[src/rtl/c432_pkg.sv]
// Shared constants and types for the c432 27-channel interrupt controller.
package c432_pkg;
  localparam int NLINES = 9;
  localparam int CHAN_W = 4;
  localparam logic [CHAN_W-1:0] CHAN_IDLE = 4'hF;

  typedef logic [NLINES-1:0] line_vec_t;
  typedef logic [CHAN_W-1:0] chan_t;
endpackage

[src/rtl/top_level_432_if.sv]
// Request/grant bundle of the c432 interrupt controller: three request buses, enable mask, grant outputs.
interface top_level_432_if;
  import c432_pkg::*;

  line_vec_t E_in;
  line_vec_t A_in;
  line_vec_t B_in;
  line_vec_t C_in;
  logic      PA_out;
  logic      PB_out;
  logic      PC_out;
  chan_t     Chan_out;

  modport master (
    output E_in, A_in, B_in, C_in,
    input  PA_out, PB_out, PC_out, Chan_out
  );

  modport slave (
    input  E_in, A_in, B_in, C_in,
    output PA_out, PB_out, PC_out, Chan_out
  );
endinterface

[src/rtl/c432_core.sv]
// Combinational c432 arbiter: bus priority A > B > C, then lowest enabled line index.
module c432_core
  import c432_pkg::*;
(
  input  line_vec_t i_e,
  input  line_vec_t i_a,
  input  line_vec_t i_b,
  input  line_vec_t i_c,
  output logic      o_pa,
  output logic      o_pb,
  output logic      o_pc,
  output chan_t     o_chan
);

  // Scan from the top so the lowest set bit is the last one written.
  function automatic chan_t lsb_enc(input line_vec_t v);
    chan_t enc;
    enc = CHAN_IDLE;
    for (int i = NLINES - 1; i >= 0; i--) begin
      if (v[i]) enc = CHAN_W'(i);
    end
    return enc;
  endfunction

  line_vec_t w_req_a;
  line_vec_t w_req_b;
  line_vec_t w_req_c;
  line_vec_t w_sel;

  assign w_req_a = i_a & i_e;
  assign w_req_b = i_b & i_e;
  assign w_req_c = i_c & i_e;

  always_comb begin
    o_pa  = |w_req_a;
    o_pb  = ~o_pa & (|w_req_b);
    o_pc  = ~o_pa & ~o_pb & (|w_req_c);
    w_sel = '0;
    if (o_pa)      w_sel = w_req_a;
    else if (o_pb) w_sel = w_req_b;
    else if (o_pc) w_sel = w_req_c;
    o_chan = lsb_enc(w_sel);
  end

endmodule

[src/rtl/top_level_432.sv]
// Registered wrapper around the c432 arbiter: input bank, combinational core, output bank (2-edge latency).
module top_level_432
  import c432_pkg::*;
(
  input logic              clk,
  input logic              rst,
  top_level_432_if.slave   bus
);

  line_vec_t r_e_p0;
  line_vec_t r_a_p0;
  line_vec_t r_b_p0;
  line_vec_t r_c_p0;

  logic      w_pa;
  logic      w_pb;
  logic      w_pc;
  chan_t     w_chan;

  logic      r_pa_p1;
  logic      r_pb_p1;
  logic      r_pc_p1;
  chan_t     r_chan_p1;

  // Stage 0: input capture
  always_ff @(posedge clk) begin
    if (rst) begin
      r_e_p0 <= '0;
      r_a_p0 <= '0;
      r_b_p0 <= '0;
      r_c_p0 <= '0;
    end else begin
      r_e_p0 <= bus.E_in;
      r_a_p0 <= bus.A_in;
      r_b_p0 <= bus.B_in;
      r_c_p0 <= bus.C_in;
    end
  end

  // Stage 1: arbitration on registered inputs
  c432_core u_core (
    .i_e    (r_e_p0),
    .i_a    (r_a_p0),
    .i_b    (r_b_p0),
    .i_c    (r_c_p0),
    .o_pa   (w_pa),
    .o_pb   (w_pb),
    .o_pc   (w_pc),
    .o_chan (w_chan)
  );

  // Stage 2: output capture
  always_ff @(posedge clk) begin
    if (rst) begin
      r_pa_p1   <= 1'b0;
      r_pb_p1   <= 1'b0;
      r_pc_p1   <= 1'b0;
      r_chan_p1 <= CHAN_IDLE;
    end else begin
      r_pa_p1   <= w_pa;
      r_pb_p1   <= w_pb;
      r_pc_p1   <= w_pc;
      r_chan_p1 <= w_chan;
    end
  end

  assign bus.PA_out   = r_pa_p1;
  assign bus.PB_out   = r_pb_p1;
  assign bus.PC_out   = r_pc_p1;
  assign bus.Chan_out = r_chan_p1;

endmodule

[src/flat_wrapper.sv]
// flat-port wrapper written by rule: the top's interface ports become plain ports
module top_level_432_flat import c432_pkg::*;
  (clk, rst, bus_E_in, bus_A_in, bus_B_in, bus_C_in, bus_PA_out, bus_PB_out, bus_PC_out, bus_Chan_out);
  top_level_432_if bus_i ();
  input logic clk;
  input logic rst;
  input wire logic [$bits(bus_i.E_in)-1:0] bus_E_in;
  input wire logic [$bits(bus_i.A_in)-1:0] bus_A_in;
  input wire logic [$bits(bus_i.B_in)-1:0] bus_B_in;
  input wire logic [$bits(bus_i.C_in)-1:0] bus_C_in;
  output wire logic [$bits(bus_i.PA_out)-1:0] bus_PA_out;
  output wire logic [$bits(bus_i.PB_out)-1:0] bus_PB_out;
  output wire logic [$bits(bus_i.PC_out)-1:0] bus_PC_out;
  output wire logic [$bits(bus_i.Chan_out)-1:0] bus_Chan_out;
  assign bus_i.E_in = bus_E_in;
  assign bus_i.A_in = bus_A_in;
  assign bus_i.B_in = bus_B_in;
  assign bus_i.C_in = bus_C_in;
  assign bus_PA_out = bus_i.PA_out;
  assign bus_PB_out = bus_i.PB_out;
  assign bus_PC_out = bus_i.PC_out;
  assign bus_Chan_out = bus_i.Chan_out;
  top_level_432 u_core (.clk(clk), .rst(rst), .bus(bus_i));
endmodule
[config.mk]
export PLATFORM = sky130hd
export DESIGN_NAME = top_level_432_flat
export DESIGN_NICKNAME = d
export VERILOG_FILES = /design/src/rtl/c432_pkg.sv /design/src/rtl/top_level_432_if.sv /design/src/rtl/c432_core.sv /design/src/rtl/top_level_432.sv /design/src/flat_wrapper.sv
export SDC_FILE = /design/constraint.sdc
export NUM_CORES = 1
export LEC_CHECK = 0
export CORE_MARGIN = 2
export CORE_UTILIZATION = 50
export DETAILED_ROUTE_END_ITERATION = 7
export PLACE_DENSITY_LB_ADDON = 0.12
export SETUP_SLACK_MARGIN = 0.05
export SLEW_MARGIN = 20
export SYNTH_ARGS = -nofsm -noshare
export SYNTH_HDL_FRONTEND = slang
export SYNTH_SLANG_ARGS = --single-unit
export TNS_END_PERCENT = 10
[constraint.sdc]
create_clock -name clk -period 3.5 [get_ports clk]
set_input_delay 1.05 -clock clk [delete_from_list [all_inputs] [get_ports clk]]
set_output_delay 1.05 -clock clk [all_outputs]
set_load 0.05 [all_outputs]
# --- After elaboration in Yosys (flattened, before gate mapping) ---
# Index checks and enable logic that the tools add are counted.
totals:
  elab_cells: 31
  output_inout_bits: 7
  ff_bits: 43
  in_bits: 38
op_classes:
  reduce_logical: 3
  muxes: 12
  bitwise_logic: 8
ops:
  columns: ["op", "n"]
  rows:
  - ["4-bit two-way mux", 8]
  - ["9-bit bitwise AND", 3]
  - ["9-bit two-way mux", 3]
  - ["9-bit OR reduction", 3]
  - ["1-bit bitwise AND", 3]
  - ["3-bit two-way mux", 1]
  - ["1-bit NOT", 2]

# --- Depth between registers and ports, before layout ---
# Gate-level depths: netlist of run 1.
depth:
  ltp_word: 19
  mapped_depth: 8
  mapped_depth_nobuf: 7

# --- Hierarchy ---
# A second synthesis of run 1 with hierarchy kept.
unflattened:
  cells_unflattened: 162
  hier_area_um2: 1701.6
by_module_without_submodules:
  columns: ["module", "area_each_um2", "cells_each", "instances", "seq_area_each_um2"]
  rows:
  - ["top_level_432", 1156.1, 90, 1, 860.8]
  - ["c432_core", 545.5, 72, 1, 0.0]

# --- Worst setup path before layout of run 1 ---
# Ideal clock, no wire load.
synth_path:
  path_kind: "register -> register"
  from: "register u_core.r_a_p0[2]"
  to: "register u_core.r_chan_p1[0], in the netlist u_core.bus.Chan_out[0]"
  period_less_slack_ps: 1804
  n_path_buf: 1
  stages_incl_launch_ff: 9
  path_slack_ps: 1696
  arrival_ps: 1669
  setup_time_ps: 136
  t_required_ps: 3364
  cell_sequence: "dfxtp_1 -> a222oi_1 -> nand4_1 -> nor2_2 -> buf_6 -> a31o_2 -> nand2_1 -> a211oi_1 -> o221ai_1"
synth_via:
  elab_chain_len: 19
synth_rtl:
  columns: ["item", "line", "text"]
  rows:
  - ["start, declared", "top_level_432.sv:11", "line_vec_t r_a_p0;"]
  - ["start signal, assigned", "top_level_432.sv:34", "r_a_p0 <= bus.A_in;"]
  - ["9-bit bitwise AND *", "c432_core.sv:30", "assign w_req_a = i_a & i_e;"]
  - ["9-bit OR reduction", "c432_core.sv:35", "o_pa = |w_req_a;"]
  - ["1-bit NOT", "c432_core.sv:36, c432_core.sv:37", null]
  - ["1-bit bitwise AND", "c432_core.sv:36", "o_pb = ~o_pa & (|w_req_b);"]
  - ["1-bit NOT", "c432_core.sv:37", "o_pc = ~o_pa & ~o_pb & (|w_req_c);"]
  - ["1-bit bitwise AND (2 in a row)", "c432_core.sv:37", null]
  - ["9-bit two-way mux", "c432_core.sv:41", "else if (o_pc) w_sel = w_req_c;"]
  - ["9-bit two-way mux", "c432_core.sv:40", "else if (o_pb) w_sel = w_req_b;"]
  - ["9-bit two-way mux *", "c432_core.sv:39", "if (o_pa) w_sel = w_req_a;"]
  - ["3-bit two-way mux", "c432_core.sv:20", "if (v[i]) enc = CHAN_W'(i);"]
  - ["4-bit two-way mux (7 in a row)", "c432_core.sv:20", null]
  - ["4-bit two-way mux *", "c432_core.sv:20", null]
  - ["end signal, assigned", "top_level_432.sv:63", "r_chan_p1 <= w_chan;"]
  - ["end, declared", "top_level_432.sv:23", "chan_t r_chan_p1;"]
# Mark *: on every way between the ends. The rest lies on a longest branch, timed or not.
# A chain may end at the register's enable or synchronous reset.

# --- Worst setup path in the final report of run 1 ---
layout_path:
  from: "register u_core.r_chan_p1[2], in the netlist u_core.bus.Chan_out[2]"
  to: "output port bus_Chan_out[2]"
layout_lines:
  columns: ["item", "line", "text"]
  rows:
  - ["end, declared", "flat_wrapper.sv:14", "output wire logic [$bits(bus_i.Chan_out)-1:0] bus_Chan_out;"]
# No word-level cell between the ends.

==> results of run 1 <==
stage by stage:
| stage | hold WS (ns) | utilization (%) | power (mW) | setup WS (ns) | instances |
|---|---|---|---|---|---|
| floorplan | 0.553 | - | 0.659 | 1.70 | 163 |
| global placement | 0.612 | 68.7 | 0.731 | 1.26 | 247 |
| detailed placement | 0.627 | 68.7 | 0.735 | 1.25 | 247 |
| CTS | 0.647 | 71.5 | 1.05 | 0.960 | 255 |
| global route | 0.667 | 71.5 | 1.10 | 0.885 | 255 |
| finish | 0.649 | 71.5 | 1.05 | 0.974 | 255 |
kinds of logic (layout without fill, tap and decap cells):
| logic type | count (synthesis) | in the layout | synth area share, % |
|---|---|---|---|
| simple gates | 71 | 71 | 25.7 |
| flops | 43 | 43 | 52.6 |
| compound gates | 38 | 38 | 18.7 |
| buf+inv | 11 | 59 | 2.98 |
sequential cells by signal, indices dropped and copies added (netlist names):
name	cells
u_core.r_c_p0	9
u_core.bus.PC_out	1
u_core.bus.PB_out	1
u_core.r_a_p0	9
u_core.bus.PA_out	1
u_core.bus.Chan_out	4
u_core.r_b_p0	9
u_core.r_e_p0	9
Yosys cell counts, types with 3 or more instances:
cell type / number
nor2_1: 5
inv_1: 6
nor2b_1: 37
o21ai_0: 4
clkbuf_1: 4
dfxtp_1: 43
a22oi_1: 6
a31oi_1: 4
nand3_1: 5
a211oi_2: 3
nand2_1: 10
worst min path at each step:
stage / startpoint / end / depth (start not counted)
finish: u_core.r_e_p0[1] / u_core.bus.Chan_out[0] / 2
global route: u_core.r_e_p0[1] / u_core.bus.Chan_out[0] / 2
CTS: u_core.r_a_p0[5] / u_core.bus.PB_out / 3
detailed placement: u_core.r_a_p0[5] / u_core.bus.PB_out / 3
global placement: u_core.r_e_p0[1] / u_core.bus.Chan_out[0] / 2
floorplan: u_core.r_a_p0[7] / u_core.bus.PB_out / 3
routing by layer:
layer / up-vias / GRT usage (%)
li1: 668 / -
met1: 621 / 26.1
met2: 70 / 35.4
met3: 12 / 8.40
met4: 0 / 9.63
met5: - / 0
report_power, final:
part / internal, mW / total [mW] / switching [mW] / leakage, nW
Sequential: 0.520 / 0.540 / 0.0199 / 0.358
Combinational: 0.0925 / 0.185 / 0.0923 / 0.452
Clock: 0.169 / 0.328 / 0.159 / 0.0482
Total: 0.782 / 1.05 / 0.271 / 0.858
final cells by class:
type | count | area share, %
multi-input cells | 109 | 33.0
inverters | 6 | 1.02
clock buffers | 6 | 2.33
flip-flops and latches | 43 | 39.1
well taps | 44 | 2.50
clock inverters | 2 | 1.59
repair buffers | 45 | 20.4
==> summary.md, run 1 <==
| Metric | Value |
|---|---|
| R2R Setup Slk | 1.22 ns |
| Netlist cell types | 36 |
| Post-synth EDFFs | 0 |
| R2R Path End | u_core.bus.Chan_out[0] |
| Crit start category | flop |
| Initial antenna violation count | 0 |
| Post-route DRC | 0 |
| Final instance area | 2200 sq um |
| Wl on met1 | 1490 um |
| Top_reg_cell synth | dfxtp_1 |
| WL final | 3530 um |
| CP endpoint kind | output pin |
| Fill cells | 245 |
| Clock slew at reported path FFs | around 0.12 ns |
| P_leak | 0.858 nW |
| Post-DRT Antenna Nets | 0 |
| Power Density | 479 nW/um^2 |
| Sequential fraction of the synthesis area | 52.6% |
| Multi-input gate area | 727 sq um |
| R2R Path Start | u_core.r_a_p0[2] |
| Met3 WL | 283 um |
| Data required, critical path | 2.45 ns |
| Initial DRC Count | 49 |
| Largest net degree at the start of global routing | 43 |
| Slew Viols, Final | 0 |
| Clock skew | 0.00775 ns |
| Area Overhead vs Synth | 34.4% |
| Setup Buffers After CTS | 0 |
| Synth area leaders | dfxtp_1 (53%), nor2b_1 (14%), a22oi_1 (2.8%), a211oi_2 (2.3%), nand2_1 (2.3%) |
| Maximum clock insertion buffer count | 2 |
| Layout cells sized above 1 | around a tenth |
| Share of the synthesized area in the top cell type | between 50% and 60% |
| GRT overflow | 0 |
| Top routing layer in use | met4 |
| Maximum capacitance violations | 0 |
| Most common cell after layout, fill and taps aside | clkdlybuf4s50_1 |
| Worst Setup EP | bus_Chan_out[2] |
| Overall routing resource usage | between 20% and 30% |
| Final Hold Viols | 0 |
| CP peak stage delay | 0.79 ns |
| Io pins | 45 |
| Initial Util | 53.2% |
| VDD IR max | 0.268 mV |
| Least-Margin Pin Slew | between 0.5 and 0.6 ns |
| Routed WL per cell | 13.8 um |
| Final setup vio count | 0 |
| Register area | around 860 sq um |
| Vias in the first global route | 1327 |
| Most frequent cells in the layout | clkdlybuf4s50_1 (44), dfxtp_1 (43), nor2b_1 (37), nand2_1 (10) |
| TritonCTS Buffers | 5 |
| CTS tree | built |
| Cell taking the most area after synthesis | dfxtp_1 |
| Via Count | 1371 |
| Synthesized cell area | ~1600 sq um |
| Die area | 3750 sq um |
| DP HPWL | 2730 um |
| Outcome | finished, final reports clean |
| Syn Inst Count | 163 |
| CP max FO | 1 |
| Core ar. | 3080 sq um |
| Setup_tns | 0 ns |
| Syn_nets | 201 |
| Critical path class | reg -> out |
| CP max-delay cell | clkdlybuf4s50_1 |
| Worst Path Buf+Inv | 1 |
| RSZ-0062 raised after global routing | no |
| Crit. Startpoint | u_core.bus.Chan_out[2] |
| Final net count | around 250 |
| Syn_area_per_cell | between 10 and 15 sq um |
| H-tree depth | 2 |
| Hold Crit Class | reg -> reg |
| # diodes | 0 |
| Worst r2r path cells | 7 |
| #FFs+latches synth | 43 |
| Clock Tree Root | clkbuf_4 |
| Crit path max-delay family | buffers and inverters |
| Placement Rows | 20 |
| Synth Warn # | 0 |
| # hold bufs at CTS | 0 |
| GPL Wtd Cong | 0.902 |
| Pre-antenna DRT Iters | 6 |
| Worst Path Arrival | 1.48 ns |
| Worst-path cell chain | clkdlybuf4s50_1 |
| Clk sinks | between 40 and 50 |
| Tcrit/Tclk final | roughly 72% |
| Slew HR | between 60% and 70% |
| Die Y | approximately 60 um |
| Met2 wire len | ~1700 um |
| Fmax | 396 MHz |
| Ys async rst share | 0% |
| # port buffers | 44 |
| Clk_lat worst skew | 0.36 ns |
| Global-route wire length before repair | 5910 um |
| Die width | 61.2 um |
| Area after DPL | 2110 sq um |
| Final Critical Period | 2.53 ns |
| Resize count post-CTS | 0 |
| Vias per cell | ~5.4 |
| Worst path depth | 1 |
Power figures use the tool's default switching activity.
==> inputs of run 2 (changes only) <==
--- a/config.mk
+++ b/config.mk
@@ -6,7 +6,7 @@
 export NUM_CORES = 1
 export LEC_CHECK = 0
 export CORE_MARGIN = 2
-export CORE_UTILIZATION = 50
+export CORE_UTILIZATION = 42
 export DETAILED_ROUTE_END_ITERATION = 7
 export PLACE_DENSITY_LB_ADDON = 0.12
 export SETUP_SLACK_MARGIN = 0.05
==> constraint.sdc (replaced) <==
create_clock -name clk -period 2.2 [get_ports clk]
set_input_delay 0.66 -clock clk [delete_from_list [all_inputs] [get_ports clk]]
set_output_delay 0.66 -clock clk [all_outputs]
set_load 0.05 [all_outputs]
==> run 2 against run 1 <==
Effect of this change:
- total power increased by 61%
- cell count increased by 4.3%
- first-iteration DRC count increased to 2.8 times the previous value
- flip-flop and latch count unchanged
- sequential power increased by 60%
- register-to-register slack got worse by 1.1 ns
- global-route usage decreased by 4.3 points
- die area increased by 18%
- critical path type is now reg -> reg
- largest cell class unchanged
==> summary.md, run 2 (synthesized netlist as in run 1, its figures left out) <==
| Metric | Value |
|---|---|
| Outcome | finished, final reports clean (unchanged) |
| R2R Path Start | u_core.r_e_p0[2] (was u_core.r_a_p0[2]) |
| Post-DRT Antenna Nets | 0 (unchanged) |
| Least-Margin Pin Slew | 0.493 ns (was 0.517 ns) |
| Setup_tns | 0 ns (unchanged) |
| DP HPWL | 2740 um (was 2730 um) |
| Vias per cell | 5.22 (was 5.38) |
| Via Count | 1388 (was 1371) |
| Pre-antenna DRT Iters | 4 (was 6) |
| Clock slew at reported path FFs | 0.08 ns (was 0.12 ns) |
| Power, Total | 1.70 mW (was 1.05 mW) |
| Clk sinks | 43 (unchanged) |
| Crit start category | flop (unchanged) |
| Clock Tree Root | clkbuf_8 (was clkbuf_4) |
| HP Start | u_core.r_a_p0[7] (was u_core.r_e_p0[1]) |
| Power Density | 725 nW/um^2 (was 479 nW/um^2) |
| Cell depth of the worst min-delay path | 3 (was 2) |
| Io pins | 45 (unchanged) |
| Final setup vio count | 0 (unchanged) |
| Initial DRC Count | 137 (was 49) |
| GRT overflow | 0 (unchanged) |
| Final Critical Period | 2.09 ns |
| Most common cell after layout, fill and taps aside | clkdlybuf4s50_1 (unchanged) |
| CTS tree | built (unchanged) |
| H-tree depth | 2 (unchanged) |
| Area Overhead vs Synth | 43.0% (was 34.4%) |
| Fmax | between 400 and 500 MHz |
| Layout cells sized above 1 | 15.6% (was 10.4%) |
| WL final | 3820 um (was 3530 um) |
| Die Y | 66.4 um (was 61.2 um) |
| VDD IR max | 0.309 mV (was 0.268 mV) |
| Most frequent cells in the layout | clkdlybuf4s50_1 (44), dfxtp_1 (42), nor2b_1 (36), nand2_1 (10) (was clkdlybuf4s50_1 (44), dfxtp_1 (43), nor2b_1 (37), nand2_1 (10)) |
| Worst r2r path cells | 7 (unchanged) |
| Largest net degree at the start of global routing | 43 (unchanged) |
| Slew Viols, Final | 0 (unchanged) |
| Final net count | 255 (was 248) |
| Tcrit/Tclk final | 95.1% |
| R2R Path End | u_core.bus.Chan_out[3] (was u_core.bus.Chan_out[0]) |
| # hold bufs at CTS | 0 (unchanged) |
| GPL Wtd Cong | 0.883 (was 0.902) |
| Clk_lat worst skew | 0.30 ns (was 0.36 ns) |
| Fill cells | 316 (was 245) |
| Overall routing resource usage | 17.7% (was 22.0%) |
| Vias in the first global route | 1246 (was 1327) |
| Initial Util | 44.0% (was 53.2%) |
| Critical path class | reg -> reg (was reg -> out) |
| Initial antenna violation count | 0 (unchanged) |
| Register area | 862 sq um (was 861 sq um) |
| Die width | 66.4 um (was 61.2 um) |
| # diodes | 0 (unchanged) |
| Maximum capacitance violations | 0 (unchanged) |
| Placement Rows | 22 (was 20) |
| Multi-input gate area | 774 sq um (was 727 sq um) |
| Post-route DRC | 0 (unchanged) |
| WHS Endpoint | u_core.bus.PB_out (was u_core.bus.Chan_out[0]) |
| # port buffers | 44 (unchanged) |
| Slew HR | 67.0% (was 65.5%) |
| Hold Crit Class | reg -> reg (unchanged) |
| Data required, critical path | 2.40 ns (was 2.45 ns) |
| Final Hold Viols | 0 (unchanged) |
| Clock skew | 0.00576 ns (was 0.00775 ns) |
| Die area | 4410 sq um (was 3750 sq um) |
| Worst Path Arrival | 2.29 ns (was 1.48 ns) |
| Routed WL per cell | 14.4 um (was 13.8 um) |
| Core ar. | 3720 sq um (was 3080 sq um) |
| Global-route wire length before repair | 5820 um (was 5910 um) |
| RSZ-0062 raised after global routing | yes (was no) |
| CP endpoint kind | flop (was output pin) |
| R2R Setup Slk | 0.11 ns (was 1.22 ns) |
| TritonCTS Buffers | 5 (unchanged) |
| P_leak | 0.902 nW (was 0.858 nW) |
| CP max FO | 4 (was 1) |
| Maximum clock insertion buffer count | 2 (unchanged) |
-- run 2: worst max path at each step --
stage               slack, ns        startpoint  cells past startpoint                      to
global route            -0.03  u_core.r_e_p0[2]                      8  u_core.bus.Chan_out[0]
finish                   0.11  u_core.r_e_p0[2]                      7  u_core.bus.Chan_out[3]
floorplan                0.40  u_core.r_a_p0[2]                      8  u_core.bus.Chan_out[0]
global placement         0.06  u_core.r_a_p0[2]                      7  u_core.bus.Chan_out[2]
CTS                      0.08  u_core.r_a_p0[2]                      7  u_core.bus.Chan_out[2]
detailed placement       0.08  u_core.r_a_p0[2]                      7  u_core.bus.Chan_out[2]
-- run 2: area by class of cell --
class                   instances  share of cell area, %
flip-flops and latches         43                   36.8
clock inverters                 3                  0.855
inverters                       6                  0.962
clock buffers                   5                   2.94
well taps                      48                   2.57
multi-input cells             109                   33.1
repair buffers                 52                   22.8
-- run 2: layer usage --
layer | vias up | GRT usage (%) | routed length (um)
li1 | 682 | - | -
met2 | 78 | 28.9 | 1780
met5 | - | 0 | 0
met1 | 613 | 22.4 | 1610
met4 | 0 | 6.89 | 133
met3 | 15 | 4.26 | 299
-- run 2: timing repair --
action,in CTS,in global routing
setup endpoints to repair,0,4
endpoints found under the hold margin,0,0
setup buffers,0,6
resized for setup,0,14
-- run 2: worst max-delay path: stages, from the launching register on --
cell and delay (ns):
dfxtp_2 0.34, a222oi_1 0.37, nand4_1 0.26, buf_4 0.21, o31ai_1 0.25, a31oi_1 0.14
and2_4 0.21, a41o_1 0.22
-- run 2: stage by stage --
step                      util, %  cell area [sq um]  instances  worst slack (ns)  hold slack, ns
after detailed placement     57.5               2140        252            0.0806           0.621
final                        63.0               2340        266             0.109           0.655
after global routing         63.0               2340        266           -0.0306           0.702
after floorplan                 -               1640        163             0.396           0.553
after CTS                    59.9               2230        260            0.0812           0.639
after global placement       57.5               2140        252            0.0601           0.615
-- run 2: power breakdown --
part	leakage, nW	internal [mW]	switching [mW]	total, mW
clock network	0.0402	0.221	0.269	0.490
registers	0.358	0.827	0.0341	0.862
logic	0.503	0.184	0.163	0.346
total	0.902	1.23	0.466	1.70
